### src/rtl/o_buf_ds_arbiter_if.sv
// o_buf_ds_arbiter_if: bundles the requester-side and pad-side signals of the
// differential output-buffer arbiter.
//   REQ        per-requester frame request (level)
//   DATA       per-requester serial data bit
//   GNT        one-hot grant back to the requesters
//   FRAME_DONE one-cycle pulse when the last bit of a frame is sampled
//   BUSY       arbiter is sending a frame or waiting out the idle gap
//   BUF_I      registered data to the buffer I input
//   BUF_EN     registered enable to the buffer EN input
// Modport master is the arbiter side; slave is the requester/pad side.
interface o_buf_ds_arbiter_if #(
  parameter int unsigned NUM_REQ = 4
) ();
  logic [NUM_REQ-1:0] REQ;
  logic [NUM_REQ-1:0] DATA;
  logic [NUM_REQ-1:0] GNT;
  logic               FRAME_DONE;
  logic               BUSY;
  logic               BUF_I;
  logic               BUF_EN;

  modport master (
    input  REQ,
    input  DATA,
    output GNT,
    output FRAME_DONE,
    output BUSY,
    output BUF_I,
    output BUF_EN
  );

  modport slave (
    output REQ,
    output DATA,
    input  GNT,
    input  FRAME_DONE,
    input  BUSY,
    input  BUF_I,
    input  BUF_EN
  );
endinterface

### src/rtl/o_buf_ds_arbiter.sv
// o_buf_ds_arbiter: round-robin arbiter and frame sequencer sharing one
// differential output buffer between NUM_REQ serial requesters. A granted lane
// sends exactly FRAME_LEN bits, then the buffer is held disabled for GAP extra
// cycles before the next grant.
// Ports:
//   CLK    clock, all logic on the rising edge
//   RST_N  synchronous active-low reset
//   bus    o_buf_ds_arbiter_if.master (REQ, DATA in; GNT, FRAME_DONE, BUSY,
//          BUF_I, BUF_EN out, all outputs registered)
module o_buf_ds_arbiter #(
  parameter int unsigned NUM_REQ   = 4,
  parameter int unsigned FRAME_LEN = 8,
  parameter int unsigned GAP       = 2
) (
  input logic                CLK,
  input logic                RST_N,
  o_buf_ds_arbiter_if.master bus
);

  localparam int unsigned IdxW = (NUM_REQ > 1) ? $clog2(NUM_REQ) : 1;
  localparam int unsigned BitW = (FRAME_LEN > 1) ? $clog2(FRAME_LEN) : 1;
  localparam int unsigned GapW = (GAP > 0) ? $clog2(GAP + 1) : 1;

  localparam logic [BitW-1:0]    BitLast = BitW'(FRAME_LEN - 1);
  localparam logic [GapW-1:0]    GapLast = GapW'((GAP > 0) ? (GAP - 1) : 0);
  localparam logic [IdxW-1:0]    IdxLast = IdxW'(NUM_REQ - 1);
  localparam logic [NUM_REQ-1:0] Lane0   = {{(NUM_REQ - 1){1'b0}}, 1'b1};

  typedef enum logic [1:0] {StIdle, StSend, StGap} state_e;

  state_e              state_q;
  logic [IdxW-1:0]     rr_q;
  logic [IdxW-1:0]     g_q;
  logic [BitW-1:0]     bit_cnt_q;
  logic [GapW-1:0]     gap_cnt_q;
  logic [NUM_REQ-1:0]  gnt_q;
  logic                done_q;
  logic                busy_q;
  logic                buf_i_q;
  logic                buf_en_q;

  logic                any_req;
  logic [IdxW-1:0]     pick;

  // First set request at or after the round-robin pointer, wrapping upward.
  always_comb begin
    int unsigned sum;
    logic [IdxW-1:0] idx;
    any_req = 1'b0;
    pick    = '0;
    sum     = 0;
    idx     = '0;
    for (int unsigned i = 0; i < NUM_REQ; i++) begin
      sum = 32'(rr_q) + i;
      if (sum >= NUM_REQ) sum = sum - NUM_REQ;
      idx = IdxW'(sum);
      if (!any_req && bus.REQ[idx]) begin
        any_req = 1'b1;
        pick    = idx;
      end
    end
  end

  always_ff @(posedge CLK) begin
    if (!RST_N) begin
      state_q   <= StIdle;
      rr_q      <= '0;
      g_q       <= '0;
      bit_cnt_q <= '0;
      gap_cnt_q <= '0;
      gnt_q     <= '0;
      done_q    <= 1'b0;
      busy_q    <= 1'b0;
      buf_i_q   <= 1'b0;
      buf_en_q  <= 1'b0;
    end else begin
      done_q <= 1'b0;
      unique case (state_q)
        StIdle: begin
          buf_en_q <= 1'b0;
          buf_i_q  <= 1'b0;
          if (any_req) begin
            g_q       <= pick;
            gnt_q     <= Lane0 << pick;
            rr_q      <= (pick == IdxLast) ? '0 : pick + 1'b1;
            bit_cnt_q <= '0;
            busy_q    <= 1'b1;
            state_q   <= StSend;
          end
        end
        StSend: begin
          buf_i_q  <= bus.DATA[g_q];
          buf_en_q <= 1'b1;
          if (bit_cnt_q == BitLast) begin
            // Counter holds at its terminal value; the next grant clears it.
            gnt_q     <= '0;
            done_q    <= 1'b1;
            gap_cnt_q <= '0;
            if (GAP > 0) begin
              state_q <= StGap;
            end else begin
              state_q <= StIdle;
              busy_q  <= 1'b0;
            end
          end else begin
            bit_cnt_q <= bit_cnt_q + 1'b1;
          end
        end
        StGap: begin
          buf_en_q <= 1'b0;
          buf_i_q  <= 1'b0;
          if (gap_cnt_q == GapLast) begin
            state_q <= StIdle;
            busy_q  <= 1'b0;
          end else begin
            gap_cnt_q <= gap_cnt_q + 1'b1;
          end
        end
        default: state_q <= StIdle;
      endcase
    end
  end

  assign bus.GNT        = gnt_q;
  assign bus.FRAME_DONE = done_q;
  assign bus.BUSY       = busy_q;
  assign bus.BUF_I      = buf_i_q;
  assign bus.BUF_EN     = buf_en_q;

endmodule

### src/flat_wrapper.sv
// flat-port wrapper written by rule: the top's interface ports become plain ports
module o_buf_ds_arbiter_flat 
#(
  parameter int unsigned NUM_REQ   = 4,
  parameter int unsigned FRAME_LEN = 8,
  parameter int unsigned GAP       = 2
)
  (CLK, RST_N, bus_REQ, bus_DATA, bus_GNT, bus_FRAME_DONE, bus_BUSY, bus_BUF_I, bus_BUF_EN);
  o_buf_ds_arbiter_if #(.NUM_REQ(NUM_REQ)) bus_i ();
  input logic CLK;
  input logic RST_N;
  input wire logic [$bits(bus_i.REQ)-1:0] bus_REQ;
  input wire logic [$bits(bus_i.DATA)-1:0] bus_DATA;
  output wire logic [$bits(bus_i.GNT)-1:0] bus_GNT;
  output wire logic [$bits(bus_i.FRAME_DONE)-1:0] bus_FRAME_DONE;
  output wire logic [$bits(bus_i.BUSY)-1:0] bus_BUSY;
  output wire logic [$bits(bus_i.BUF_I)-1:0] bus_BUF_I;
  output wire logic [$bits(bus_i.BUF_EN)-1:0] bus_BUF_EN;
  assign bus_i.REQ = bus_REQ;
  assign bus_i.DATA = bus_DATA;
  assign bus_GNT = bus_i.GNT;
  assign bus_FRAME_DONE = bus_i.FRAME_DONE;
  assign bus_BUSY = bus_i.BUSY;
  assign bus_BUF_I = bus_i.BUF_I;
  assign bus_BUF_EN = bus_i.BUF_EN;
  o_buf_ds_arbiter #(.NUM_REQ(NUM_REQ), .FRAME_LEN(FRAME_LEN), .GAP(GAP)) u_core (.CLK(CLK), .RST_N(RST_N), .bus(bus_i));
endmodule
### config.mk
export PLATFORM = sky130hd
export DESIGN_NAME = o_buf_ds_arbiter_flat
export DESIGN_NICKNAME = d
export VERILOG_FILES = /design/src/rtl/o_buf_ds_arbiter_if.sv /design/src/rtl/o_buf_ds_arbiter.sv /design/src/flat_wrapper.sv
export SDC_FILE = /design/constraint.sdc
export NUM_CORES = 1
export LEC_CHECK = 0
export CORE_MARGIN = 3
export CORE_UTILIZATION = 51
export DETAILED_ROUTE_END_ITERATION = 7
export HOLD_SLACK_MARGIN = 0.02
export PLACE_DENSITY = 0.87
export SLEW_MARGIN = 20
export SYNTH_ARGS = -nofsm -noshare
export SYNTH_HDL_FRONTEND = slang
export SYNTH_SLANG_ARGS = --single-unit
### constraint.sdc
create_clock -name CLK -period 2.65 [get_ports CLK]
set_clock_uncertainty 0.15 [all_clocks]
set_input_delay 0.53 -clock CLK [delete_from_list [all_inputs] [get_ports CLK]]
set_output_delay 0.53 -clock CLK [all_outputs]
set_load 0.03 [all_outputs]
# After elaboration in Yosys (flattened, before gate mapping)
# Cells that the tools add are included.
# op_classes
muxes	42
addsub	10
magnitude_cmp	9
reduce_logical	19
n_eq_ne	10
shift	1
# ops
op	count
2-bit two-way mux	14
2-bit by 3-bit less-than comparator with 1-bit output (second input constant)	5
3-bit AND reduction	5
1-bit two-way mux	12
1-bit binary-select mux with 2-bit select	5
3-bit >= comparator (second input constant)	3
4-bit two-way mux	2
4-bit one-hot mux with 2 select lines	1
2-bit nonzero test	4
2-bit by 1-bit subtractor with 2-bit output (second input constant)	4
2-bit by 2-bit adder with 3-bit output (second input constant)	2
3-bit two-way mux	2
2-bit by 1-bit inequality test with 1-bit output (second input constant)	3
1-bit one-hot mux with 2 select lines	3
2-bit one-hot mux with 3 select lines	1
3-bit one-hot mux with 2 select lines	1
2-bit by 1-bit adder with 2-bit output (second input constant)	2
2-bit by 1-bit == test with 1-bit output (second input constant)	2
2-bit == test (second input constant)	2
2-bit inequality test (second input constant)	2
2-bit one-hot mux with 2 select lines	1
2-bit AND reduction	2
1-bit by 2-bit << shifter with 4-bit output (first input constant)	1
2-bit by 1-bit adder with 3-bit output (second input constant)	1
7 further kinds	11
# totals
reg_bits	19
input_bits	10
wordCells	101

# Logic depth before layout (Yosys ltp)
# logic_depth
word_depth	17
mapped_depth	8
mapped_depth_nobuf	7

# Least setup slack after synthesis
# No wires, ideal clock.
# synth_path
kind	input-to-reg
from	input bus_REQ[2]
to	register u_core.rr_q[0]
arrival_ns	1.863
setup_ns	0.101
stages	7
path_slack_ns	0.536
path_cell_list	or4_1 buf_6 nand2_1 nor3_1 ha_1 nand2b_1 o41ai_1
# synth_via
elab_chain_len	14
# synth_lines
element	line	source
start: declaration	flat_wrapper.sv:12	input wire logic [$bits(bus_i.REQ)-1:0] bus_REQ;
1-bit binary-select mux with 2-bit select	o_buf_ds_arbiter.sv:57	if (!any_req && bus.REQ[idx]) begin
1-bit two-way mux (implied by the code)	o_buf_ds_arbiter.sv:57	
1-bit two-way mux	o_buf_ds_arbiter.sv:57	
1-bit zero test	o_buf_ds_arbiter.sv:57	
1-bit logical AND	o_buf_ds_arbiter.sv:57	
1-bit two-way mux	o_buf_ds_arbiter.sv:57	
1-bit zero test	o_buf_ds_arbiter.sv:57	
1-bit logical AND	o_buf_ds_arbiter.sv:57	
1-bit two-way mux	o_buf_ds_arbiter.sv:57	
1-bit zero test	o_buf_ds_arbiter.sv:57	
1-bit logical AND	o_buf_ds_arbiter.sv:57	
2-bit two-way mux	o_buf_ds_arbiter.sv:57	
2-bit by 1-bit adder with 2-bit output or 2-bit == test (tied branches)	o_buf_ds_arbiter.sv:85	rr_q <= (pick == IdxLast) ? '0 : pick + 1'b1;
2-bit two-way mux	o_buf_ds_arbiter.sv:85	
end signal: assignment	o_buf_ds_arbiter.sv:85	
end: declaration	o_buf_ds_arbiter.sv:32	logic [IdxW-1:0] rr_q;
# Several ways; a longest one is shown, not always the timed one. The select of a mux whose other input is x is not followed.
# A chain may end at the register's enable or synchronous reset.

# Worst setup path in the final report
# layout_path
from	input bus_REQ[3]
to	register u_core.rr_q[0]
# The elaborated chain is that of the path after synthesis.

==> results by group <==
Logic synthesis
  – Synth Area in Compound Gates: 23.33%
  – Average size of a mapped cell: 8.832 µm²
  – Top cells by area, synth: dfxtp_1, ha_1, a21oi_1
  – Post-synthesis instance area: 0.001051 mm²
  – Syn Inst Count: 119
  – EDFF count, synth: 0
  – Simple-Gate Fraction of Synth Area: 25.12%
  – Adder-Cell Fraction of Synth Area: 8.333%
  – Synthesis Warnings: 0
  – Main combinational cell family by area after synthesis: simple AND/OR/NAND/NOR gates
  – Register area share after synthesis: 36.19%
  – Fraction of registers with async set/reset: 0%
  – Multiplexer share of the synthesized area: 2.143%
  – Synthesized flop and latch total: 19
  – Synth Area in XOR/XNOR: 0%
  – Ys flop type: dfxtp_1
  – Syn Nets: 136
  – Area leader, netlist: dfxtp_1
  – Synth top area share: 36.19%
  – Yosys cell types: 38

STA
  – Fmax: 422.8 MHz
  – Slew @ Worst Pin: 0.6042 ns
  – Endpoints failing setup: 0
  – Tcrit/Tclk final: 89.26%
  – Crit path time final: 2.365 ns
  – Relative slew slack: 59.42%
  – Pins Over Slew Limit: 0
  – RSZ-0062 raised after global routing: no
  – Final hold viol count: 0

Worst setup path
  – Worst setup path class: input port to register
  – CP endpoint kind: register
  – WP buf/inv: 1
  – CP arrival: 2.40 ns
  – Crit-path leading delay family: compound AO/OA/AOI/OAI gates
  – Req. time, crit path: 2.69 ns
  – CP max stage delay: 0.52 ns
  – Crit start category: input port
  – CP Cell Sequence: clkdlybuf4s50_1, and2b_1, o21a_1, nor3_1, ha_1, nor3_1, o311ai_0, o41ai_1
  – Critical Path Most Common Cell: nor3_1
  – Crit-path max FO: 4
  – Worst path slowest cell: clkdlybuf4s50_1

Clock tree
  – Clock sinks: 19
  – Post-CTS Hold Buffers: 0
  – Num CTS Buffers: 3
  – Worst-case clock buffer depth: 2
  – Post-CTS setup buffer count: 0
  – Worst-path clk slew: 0.11 ns
  – Htree depth: 1
  – # resized after CTS: 0
  – CTS root buffer: clkbuf_4
  – CTS tree: done
  – Worst-Skew Late Latency: 0.30 ns

Place
  – IO buf count: 17
  – Gpl congestion: 0.9851
  – Placed inst area: 0.001272 mm²
  – HPWL after detailed placement: 1857 µm

Global route
  – Met1 Usage GRT: 26.12%
  – Largest net degree at the start of global routing: 14
  – Initial antenna violation count: 0
  – First-pass GRT wire length: 4160 µm
  – Vias in the first global route: 985
  – Top Usage Layer GRT: met2
  – Met2 usage: 34.53%
  – Global Route Usage Sum: 20.36%
  – Gr ovfl total: 0
  – GRT met3 Usage: 3.207%

Final layout
  – Register Area: 380.4 µm²
  – Filler cells: 153
  – N_diodes: 0
  – Final nets: 159
  – Area of the multi-input gates: 619.3 µm²
  – Final instance area: 0.001300 mm²
  – Util after Layout: 70.68%
  – Layout cell share with drive strength beyond 1: 14.89%
  – Synthesis-to-layout area growth: 23.69%

Floorplan
  – I/O pin cnt: 18
  – Placeable Area: 0.001839 mm²
  – Vert. Die Dim: 51.40 µm
  – Die W: 51.40 µm
  – Std cell rows: 15
  – Initial Util: 57.14%
  – DIE AREA: 0.002641 mm²

Drt
  – DRC violations left: 0
  – Post-DRT Antenna Nets: 0
  – Final wirelength: 2417 µm
  – Detailed Route Iter0 Violations: 31
  – 1st-pass router iterations: 4
  – Wire per inst: 14.56 µm
  – Vias/cell: 5.910
  – Vias: 981

Power and ir drop
  – Pleak: 0.4853 nW
  – Pwr dens: 524.8 mW/mm²
  – Worst IR Drop VDD: 0.4960 mV

Status
  – Outcome: complete, no violations

Flow run
  – Max-Cap Viols: 0

Worst hold path
  – Hold WC Path Type: register to register
## synthesized netlist by cell type (2+ instances only)
cell and count:
ha_1 7, o32ai_1 2, nor2_2 2, or3b_2 2
nand3_1 5, o21ba_2 2, nand2b_1 3, inv_1 5
nor2b_1 2, or3_1 2, dfxtp_1 19, buf_2 2
o21a_1 2, nor3_1 4, a211oi_1 2, o211ai_1 7
and2b_1 2, nand2_1 11, a21oi_1 14, clkbuf_1 2
nor3b_1 3, nor2_1 3
## state kept, by name (all words and copies together), names as in the netlist
name / cells
u_core.g_q: 2
u_core.bit_cnt_q: 3
u_core.bus.FRAME_DONE: 1
u_core.bus.GNT: 4
u_core.state_q: 2
u_core.rr_q: 2
u_core.gap_cnt_q: 2
u_core.bus.BUF_I: 1
u_core.bus.BUF_EN: 1
u_core.bus.BUSY: 1
## where the power goes
part           internal, mW  leakage [nW]  switching, mW
registers             0.309         0.156         0.0223
logic                0.0978         0.312          0.102
clock network        0.0563        0.0177         0.0943
## worst min-delay path: cells and delay by family (launching register included)
family	cells	cell delay, ns
buffers and inverters	1	0.05
flip-flops	1	0.32
AO/OA/AOI/OAI	1	0.05
## metal layers
metal  wire length (µm)  vias to the layer above  share of wire [%]
li1                   -                      482                  -
met2               1179                       24                 49
met3                110                        5                4.6
met1               1093                      470                 45
met4                 33                        0                1.4
met5                  0                        -                  0
## cells in the final DEF (no fill, tap or decap), types with 2 or more instances in the layout
master	Yosys	layout
or3b_2	2	2
ha_1	7	7
o21ba_2	2	2
buf_4	0	7
nor3b_1	3	3
clkdlybuf4s50_1	0	17
nand2_1	11	11
nor2_1	3	3
o211ai_1	7	7
o32ai_1	2	2
clkbuf_4	0	3
or3_1	2	2
nand2b_1	3	3
o21a_1	2	2
dfxtp_1	19	19
a21oi_1	14	14
nor3_1	4	4
a211oi_1	2	2
nor2b_1	2	2
nand3_1	5	5
nor2_2	2	2
and2b_1	2	2
inv_1	5	5
## through the flow
stage               power (mW)  setup slack, ns  setup TNS [ns]  hold WS, ns  std cells
floorplan               0.4586           0.5359               0       0.3034        119
global placement        0.5262          0.04208               0       0.2855        162
detailed placement      0.5348         -0.03898        -0.03898       0.2897        162
CTS                     0.6829           0.2708               0       0.3071        166
global route            0.7156          0.05464               0       0.3385        166
finish                  0.6822           0.2846               0       0.3004        166
## worst paths after layout
check	start	endpoint	slack (ns)	cells past startpoint
max reg2reg	u_core.rr_q[0]	u_core.rr_q[0]	0.71	7
min reg2reg	u_core.bus.BUF_EN	u_core.bus.BUF_EN	0.30	2
min	u_core.bus.BUF_EN	u_core.bus.BUF_EN	0.30	2
max	bus_REQ[3]	u_core.rr_q[0]	0.28	8
## cell families (layout without fill, tap and decap cells)
group,Yosys count,count (layout)
and+or+nand+nor,45,45
DFF,19,19
muxes,1,1
AOI/OAI and AO/OA,36,36
buffers and inverters,11,33
adders and majority gates,7,7
## final cells by class
cell class	instances	share of cell area [%]
clock buffer	3	1.732
clock inverter	1	0.3850
inverter	5	1.444
multi-input combinational	89	47.64
sequential	19	29.26
tap	25	2.406
timing repair buffer	24	17.13
No activity file was read; power rests on OpenSTA's default activity.
